==> src/rtl/gb_pkg.sv <==
// Shared definitions for the bus cycle controller: default bus widths,
// wait counter width and the T-state encoding seen on t_cycle.
package gb_pkg;

  localparam int unsigned ADDR_SIZE_DEF = 16;
  localparam int unsigned DATA_SIZE_DEF = 8;
  localparam int unsigned WAIT_CNT_W    = 8;

  typedef enum logic [1:0] {
    T0 = 2'b00,
    T1 = 2'b01,
    T2 = 2'b10,
    T3 = 2'b11
  } tstate_e;

endpackage

==> src/rtl/bus_cycle_ctrl_tcycle_counter.sv <==
// T-state sequencer: free-running T0..T3 with a T2 stall while memory
// is busy, an 8-bit wait counter and a sticky timeout flag.
module tcycle_counter
  import gb_pkg::*;
#(
  parameter int unsigned MAX_WAIT = 15
) (
  input  logic    clk_i,
  input  logic    rst_i,
  input  logic    busy_i,
  input  logic    mem_wait_i,
  output tstate_e state_o,
  output logic    leave_t2_o,
  output logic    timeout_o
);

  localparam logic [WAIT_CNT_W-1:0] MaxWait = WAIT_CNT_W'(MAX_WAIT);

  tstate_e                state_q, state_d;
  logic [WAIT_CNT_W-1:0]  wait_q, wait_d;
  logic                   timeout_q, timeout_d;
  logic                   leaveT2;

  // State, wait counter and sticky timeout registers.
  always_ff @(posedge clk_i) begin
    if (rst_i) begin
      state_q   <= T0;
      wait_q    <= '0;
      timeout_q <= 1'b0;
    end else begin
      state_q   <= state_d;
      wait_q    <= wait_d;
      timeout_q <= timeout_d;
    end
  end

  // Advance one T-state per clock; T2 stalls only for an active access
  // with memory busy, and a full wait counter forces the advance.
  always_comb begin
    state_d   = state_q;
    wait_d    = wait_q;
    timeout_d = timeout_q;
    leaveT2   = 1'b0;
    unique case (state_q)
      T0: state_d = T1;
      T1: state_d = T2;
      T2: begin
        if (busy_i && mem_wait_i) begin
          if (wait_q == MaxWait) begin
            timeout_d = 1'b1;
            state_d   = T3;
            leaveT2   = 1'b1;
            wait_d    = '0;
          end else begin
            wait_d = wait_q + 1'b1;
          end
        end else begin
          state_d = T3;
          leaveT2 = 1'b1;
          wait_d  = '0;
        end
      end
      T3: state_d = T0;
    endcase
  end

  assign state_o    = state_q;
  assign leave_t2_o = leaveT2;
  assign timeout_o  = timeout_q;

endmodule

==> src/rtl/bus_cycle_ctrl.sv <==
// Memory-bus master: accepts one request per M-cycle at T0 and drives the
// address, strobes, write data and read-data return around the T-states.
module bus_cycle_ctrl
  import gb_pkg::*;
#(
  parameter int unsigned ADDR_SIZE = ADDR_SIZE_DEF,
  parameter int unsigned DATA_SIZE = DATA_SIZE_DEF,
  parameter int unsigned MAX_WAIT  = 15
) (
  input  logic                 clk,
  input  logic                 rst,
  input  logic                 req,
  input  logic                 req_we,
  input  logic                 req_fetch,
  input  logic [ADDR_SIZE-1:0] req_addr,
  input  logic [DATA_SIZE-1:0] req_wdata,
  output logic                 req_ack,
  output logic [DATA_SIZE-1:0] rdata,
  output logic                 rdata_valid,
  input  logic [DATA_SIZE-1:0] mem_rdata,
  input  logic                 mem_wait,
  output logic [ADDR_SIZE-1:0] addr_bus,
  output logic [DATA_SIZE-1:0] data_out,
  output logic                 rd,
  output logic                 wr,
  output logic [1:0]           t_cycle,
  output logic                 m1t1,
  output logic                 bus_timeout
);

  tstate_e tState;
  logic    leaveT2;

  logic                 busy_q, busy_d;
  logic                 we_q, we_d;
  logic [DATA_SIZE-1:0] wdata_q, wdata_d;
  logic [ADDR_SIZE-1:0] addrBus_q, addrBus_d;
  logic [DATA_SIZE-1:0] dataOut_q, dataOut_d;
  logic                 rd_q, rd_d;
  logic                 wr_q, wr_d;
  logic                 reqAck_q, reqAck_d;
  logic                 m1t1_q, m1t1_d;
  logic [DATA_SIZE-1:0] rdata_q, rdata_d;
  logic                 rdataValid_q, rdataValid_d;

  tcycle_counter #(
    .MAX_WAIT (MAX_WAIT)
  ) u_tcycle (
    .clk_i      (clk),
    .rst_i      (rst),
    .busy_i     (busy_q),
    .mem_wait_i (mem_wait),
    .state_o    (tState),
    .leave_t2_o (leaveT2),
    .timeout_o  (bus_timeout)
  );

  // Register all bus-side outputs and the latched request.
  always_ff @(posedge clk) begin
    if (rst) begin
      busy_q       <= 1'b0;
      we_q         <= 1'b0;
      wdata_q      <= '0;
      addrBus_q    <= '0;
      dataOut_q    <= '0;
      rd_q         <= 1'b0;
      wr_q         <= 1'b0;
      reqAck_q     <= 1'b0;
      m1t1_q       <= 1'b0;
      rdata_q      <= '0;
      rdataValid_q <= 1'b0;
    end else begin
      busy_q       <= busy_d;
      we_q         <= we_d;
      wdata_q      <= wdata_d;
      addrBus_q    <= addrBus_d;
      dataOut_q    <= dataOut_d;
      rd_q         <= rd_d;
      wr_q         <= wr_d;
      reqAck_q     <= reqAck_d;
      m1t1_q       <= m1t1_d;
      rdata_q      <= rdata_d;
      rdataValid_q <= rdataValid_d;
    end
  end

  // Decide what the next T-state shows, keyed on the state being left:
  // T3 leads into T0 (accept), T0 into T1 (write data), T2 into T3 (capture).
  always_comb begin
    busy_d       = busy_q;
    we_d         = we_q;
    wdata_d      = wdata_q;
    addrBus_d    = addrBus_q;
    dataOut_d    = dataOut_q;
    rd_d         = rd_q;
    wr_d         = wr_q;
    reqAck_d     = 1'b0;
    m1t1_d       = 1'b0;
    rdata_d      = rdata_q;
    rdataValid_d = 1'b0;
    unique case (tState)
      T3: begin
        busy_d = req;
        rd_d   = req & ~req_we;
        wr_d   = 1'b0;
        if (req) begin
          we_d      = req_we;
          wdata_d   = req_wdata;
          addrBus_d = req_addr;
          reqAck_d  = 1'b1;
          m1t1_d    = req_fetch & ~req_we;
        end
      end
      T0: begin
        if (busy_q && we_q) begin
          wr_d      = 1'b1;
          dataOut_d = wdata_q;
        end
      end
      T1: begin
      end
      T2: begin
        if (leaveT2) begin
          rd_d = 1'b0;
          wr_d = 1'b0;
          if (busy_q && !we_q) begin
            rdata_d      = mem_rdata;
            rdataValid_d = 1'b1;
          end
        end
      end
    endcase
  end

  assign req_ack     = reqAck_q;
  assign rdata       = rdata_q;
  assign rdata_valid = rdataValid_q;
  assign addr_bus    = addrBus_q;
  assign data_out    = dataOut_q;
  assign rd          = rd_q;
  assign wr          = wr_q;
  assign t_cycle     = tState;
  assign m1t1        = m1t1_q;

endmodule

==> config.mk <==
export PLATFORM = sky130hd
export DESIGN_NAME = bus_cycle_ctrl
export DESIGN_NICKNAME = d
export VERILOG_FILES = /design/src/rtl/gb_pkg.sv /design/src/rtl/bus_cycle_ctrl_tcycle_counter.sv /design/src/rtl/bus_cycle_ctrl.sv
export SDC_FILE = /design/constraint.sdc
export NUM_CORES = 1
export LEC_CHECK = 0
export ABC_CLOCK_PERIOD_IN_PS = 2800
export CAP_MARGIN = 20
export CORE_ASPECT_RATIO = 2
export CORE_MARGIN = 3
export CORE_UTILIZATION = 48
export DETAILED_ROUTE_END_ITERATION = 8
export PLACE_DENSITY = 0.84
export SYNTH_ARGS = -nofsm -noshare
export SYNTH_HDL_FRONTEND = slang
export SYNTH_SLANG_ARGS = --single-unit
==> constraint.sdc <==
create_clock -name clk -period 2.8 [get_ports clk]
set_input_delay 0.42 -clock clk [delete_from_list [all_inputs] [get_ports clk]]
set_output_delay 0.42 -clock clk [all_outputs]
set_load 0.02 [all_outputs]
After elaboration in Yosys (flattened, before gate mapping)
Index checks and enable logic that the tools add are counted.
{"block": "totals", "ff_bits": 58, "elab_cells": 59}
{"block": "classes", "add_sub_neg": 1, "n_eq_ne": 7, "mux": 14, "bitwise": 7, "reduce_logical": 16}
{"cell": "2-to-1 mux 8 bit", "count": 2}
{"cell": "AND reduction 3 bit", "count": 3}
{"cell": "adder 8 x 1 -> 8 bit (second input constant)", "count": 1}
{"cell": "== test 8 x 4 -> 1 bit (second input constant)", "count": 1}
{"cell": "case mux 2 bit (4 select lines)", "count": 1}
{"cell": "2-to-1 mux 1 bit", "count": 7}
{"cell": "AND reduction 2 bit", "count": 3}
{"cell": "OR reduction 3 bit", "count": 2}
{"cell": "inverter 1 bit", "count": 5}
{"cell": "== test 2 bit (second input constant)", "count": 2}
{"cell": "2-to-1 mux 2 bit", "count": 2}
{"cell": "inequality test 2 bit (second input constant)", "count": 2}
{"cell": "logical AND 1 bit", "count": 3}
{"cell": "inequality test 3 bit (second input constant)", "count": 1}
{"cell": "case mux 1 bit (3 select lines)", "count": 1}
{"cell": "nonzero test 3 bit", "count": 1}
{"cell": "AND 1 bit", "count": 2}
{"cell": "== test 2 x 1 -> 1 bit (second input constant)", "count": 1}
{"cell": "logical NOT 2 bit", "count": 1}
{"cell": "case mux 1 bit (2 select lines)", "count": 1}
{"cell": "nonzero test 2 bit", "count": 1}
{"cell": "OR reduction 2 bit", "count": 1}
{"cell": "logical NOT 1 bit", "count": 1}

Logic depth before layout (Yosys ltp)
{"block": "logic_depth", "depth_word": 6, "mapped_depth": 6}

Cells and area by module
A second synthesis with hierarchy kept.
{"block": "hier_totals", "hier_cells": 253, "area_unflattened_um2": 2319.7}
{"module": "bus_cycle_ctrl", "n_inst": 1, "cells_per_inst": 190, "area_per_inst_um2": 1727.9}
{"module": "tcycle_counter", "n_inst": 1, "cells_per_inst": 63, "area_per_inst_um2": 591.8}

Worst setup path before layout
Ideal clock, no wire load.
{"block": "synth_timing", "path_kind": "reg2reg", "startpoint": "register u_tcycle.state_q[1] (netlist: u_tcycle.state_o[1])", "endpoint": "register u_tcycle.wait_q[5]", "setup_ns": 0.074, "arrival_time_ns": 1.570, "setup_slack_ns": 1.156, "stages_incl_launch_ff": 6, "n_path_buf": 0, "path_cell_list": "dfxtp_1 ha_1 nand3_1 a21o_1 or3_1 a31oi_1"}
{"block": "synth_via", "elab_chain_cells": 1}
{"element": "start, declared", "line_no": "bus_cycle_ctrl_tcycle_counter.sv:19", "rtl": "tstate_e state_q, state_d;"}
{"element": "start signal, assigned", "line_no": "bus_cycle_ctrl_tcycle_counter.sv:31", "rtl": "state_q <= state_d;"}
{"element": "== test 2 bit", "line_no": "bus_cycle_ctrl_tcycle_counter.sv:44", "rtl": "unique case (state_q)"}
{"element": "end signal, assigned", "line_no": "bus_cycle_ctrl_tcycle_counter.sv:32", "rtl": "wait_q <= wait_d;"}
{"element": "end, declared", "line_no": "bus_cycle_ctrl_tcycle_counter.sv:20", "rtl": "logic [WAIT_CNT_W-1:0] wait_q, wait_d;"}
Every way passes these cells.
A chain may end at the register's enable or synchronous reset.

Worst setup path in the final report
{"block": "layout_timing", "startpoint": "register u_tcycle.state_q[0] (netlist: u_tcycle.state_o[0])", "endpoint": "register u_tcycle.wait_q[7]"}
Same word-level chain as after synthesis.

==> impl_metrics.yaml <==
detailed_routing:
  ant_nets: 0
  drc: 0
  wirelength_um: 5888
  drt_iter0_markers: 42
  first_pass_iters: 4
  wl_per_cell_um: 14.40
  avgViaCountPerCell: 5.284
  vias: 2161
clock_network:
  cts-htree-levels: 3
  cts_tree: "built"
  clk_pin_slew_ns: 0.06
  clk_latency_ns: 0.33
  numCtsBuffers: 9
  cts_resized: 0
  clock_sinks: 58
  root_buffer: "clkbuf_8"
  cts_setup_buffers: 0
  cts_hold_buf: 0
  clock_path_buffers: 2
power_and_ir_drop:
  finalPower_mw: 1.945
  p_sw_mw: 0.4755
  p_clk_frac: 0.404
  internal_power_mw: 1.469
  ir_drop_mv: 0.4634
  pwr-share-comb: 0.144
  p_seq_frac: 0.452
  swShare: 0.2445
  p_per_area_nw_per_um2: 588.5
  power.leakage_nw: 1.143
logic_synthesis:
  netlist_area_um2: 2302
  synth_most_common_cell: "nand2_1"
  ys_types: 35
  syn_inst: 273
  ys_seq_area_frac: 0.5043
  ys_top_cells_by_count: "nand2_1 (73), dfxtp_1 (58), a21oi_1 (41), nand2b_1 (21), clkbuf_1 (12)"
  yosysTopAreaCellShare: 0.5043
  yosys-top-cells-area: "dfxtp_1 (50%), nand2_1 (12%), a21oi_1 (8.9%)"
  yosys_register_bits: 58
  synth_edf_count: 0
  syn-num-nets: 315
  synth_compound_area_frac: 0.1299
  syn_avg_cell_area_um2: 8.433
  ys.flop_type: "dfxtp_1"
  async_reset_ff_frac: 0
  synth-simple-area-share: 0.2723
  post_synth_xor_area_fraction: 0
  synth_mux_area_frac: 0.03967
  ys_warn_count: 0
  synth_top_family_by_area: "simple AND/OR/NAND/NOR gates"
  synth_fa_ha_area_frac: 0.02174
  yosysTopAreaCell: "dfxtp_1"
grt:
  grt_antenna_before_repair: 0
  grtUsageTotal: 0.2273
  grt_max_degree: 50
  grt_pass1_wl_um: 9660
  grt_pass1_vias: 2159
  overflow: 0
worst_setup_path:
  crit_path_start_kind: "flop"
  worst_path_max_delay_cell: "ha_1"
  cp_cell_sequence: "inv_1 -> ha_1 -> nand3_1 -> a21o_1 -> or3_1 -> a31oi_1"
  crit_path_max_fanout: 14
  path_class: "flop to flop"
  cp_top_family: "simple AND/OR/NAND/NOR gates"
  path_buf_inv: 1
  max_stage_delay_ns: 0.43
  worstPathRequired_ns: 3.05
  end_kind: "flop"
  crit_arrival_ns: 2.23
cells_and_area:
  fillers: 360
  syn_to_final_growth_pct: 43.53
  drive_gt1_frac: 0.07062
  antenna_cells: 0
  nets: 392
placement:
  place.port_buffers: 77
  hpwl_um: 4207
  routabilityCongestion: 0.7856
floorplan:
  die_h_um: 103.9
  ios: 78
  initial_core_util: 0.5007
  die_w_um: 54.97
  rows: 35
  die_area_um2: 5714
  core_area_um2: 4598
timing:
  setup_viol: 0
  maxSlewHeadroom: 0.4648
  max_freq_ghz: 0.5061
  clock_skew_ns: 0.005132
  drv_slew: 0
  hold_viol_final: 0
  timing.final.crit_share: 0.7056
  period_minus_slack_ns: 1.976
  worstMarginPinSlew_ns: 0.8029
  rsz0062_at_grt: "false"
  tns_ns: 0
job:
  cap_violations: 0
run_status:
  status: "finished, final reports clean"
hold_path:
  min_path_type: "flop to flop"
power groups by stage:
| stage | registers, mW | logic [mW] | clock network, mW |
|---|---|---|---|
| floorplan | 0.920 | 0.121 | 0 |
| global placement | 0.894 | 0.273 | 0 |
| CTS | 0.879 | 0.283 | 0.800 |
| detailed placement | 0.896 | 0.281 | 0 |
| global route | 0.882 | 0.306 | 0.831 |
| finish | 0.879 | 0.280 | 0.785 |
state kept, by name, summed over array words and instances, names as in the netlist:
register / flops
addr_bus: 16
data_out: 8
rdata: 8
u_tcycle.wait_q: 8
wdata_q: 8
u_tcycle.state_o: 2
busy_q: 1
m1t1: 1
rd: 1
rdata_valid: 1
req_ack: 1
u_tcycle.timeout_o: 1
we_q: 1
wr: 1
cell families after synthesis:
logic type	count (synthesis)
adders and majority gates	4
DFF	58
muxes	9
and+or+nand+nor	131
buffers and inverters	17
AOI/OAI and AO/OA	54
cell type report:
type	instances	area, um^2	share of cell area
Inverter	2	7.507	0.002272
Timing Repair Buffer	81	795.8	0.2408
Clock buffer	13	168.9	0.05112
Sequential cell	58	1161	0.3514
Clock inverter	2	35.03	0.01060
Multi-Input combinational cell	198	1067	0.3230
Tap cell	55	68.82	0.02083
cell usage in the layout (no fill, tap or decap), types with 2 or more instances in the layout:
master,count
nand2b_1,21
dfxtp_1,58
clkdlybuf4s50_1,76
buf_4,4
a31oi_1,5
ha_1,4
or3_1,3
and3_1,4
inv_1,2
a21oi_1,41
o21ai_0,2
nor2_1,10
nand2_1,73
nand3_1,6
clkbuf_8,12
mux2i_1,8
nor3_1,3
worst reg2reg max path, stage by stage, from the launching register on:
cell and delay [ns]:
dfxtp_1 0.32, inv_1 0.10, ha_1 0.43, nand3_1 0.24
a21o_1 0.26, or3_1 0.36, a31oi_1 0.16
path summary, 6_finish.rpt:
kind / depth (start not counted) / from / slack (ns) / to
hold reg to reg: 2 / wdata_q[7] / 0.45 / data_out[7]
setup / recovery: 6 / u_tcycle.state_o[0] / 0.82 / u_tcycle.wait_q[7]
setup reg to reg: 6 / u_tcycle.state_o[0] / 0.82 / u_tcycle.wait_q[7]
hold / removal: 2 / wdata_q[7] / 0.45 / data_out[7]
routing by layer:
| metal | up-vias | GRT usage | part of all wire |
|---|---|---|---|
| met2 | 69 | 0.3915 | 0.56 |
| li1 | 1062 | - | - |
| met4 | 0 | 0.1096 | 0.023 |
| met3 | 11 | 0.05882 | 0.055 |
| met1 | 1019 | 0.2381 | 0.36 |
| met5 | - | 0 | 0 |
stage by stage:
stage / instances / hold WS (ns) / instance area, um^2 / setup WS (ns) / utilization
after floorplan: 273 / 0.4321 / 2302 / 1.156 / -
after global placement: 394 / 0.4360 / 3100 / 0.8537 / 0.6743
after detailed placement: 394 / 0.4454 / 3100 / 0.7901 / 0.6743
after CTS: 409 / 0.4540 / 3304 / 0.8092 / 0.7186
after global routing: 409 / 0.4703 / 3304 / 0.6787 / 0.7186
final: 409 / 0.4482 / 3304 / 0.8243 / 0.7186
Power figures use the tool's default switching activity.
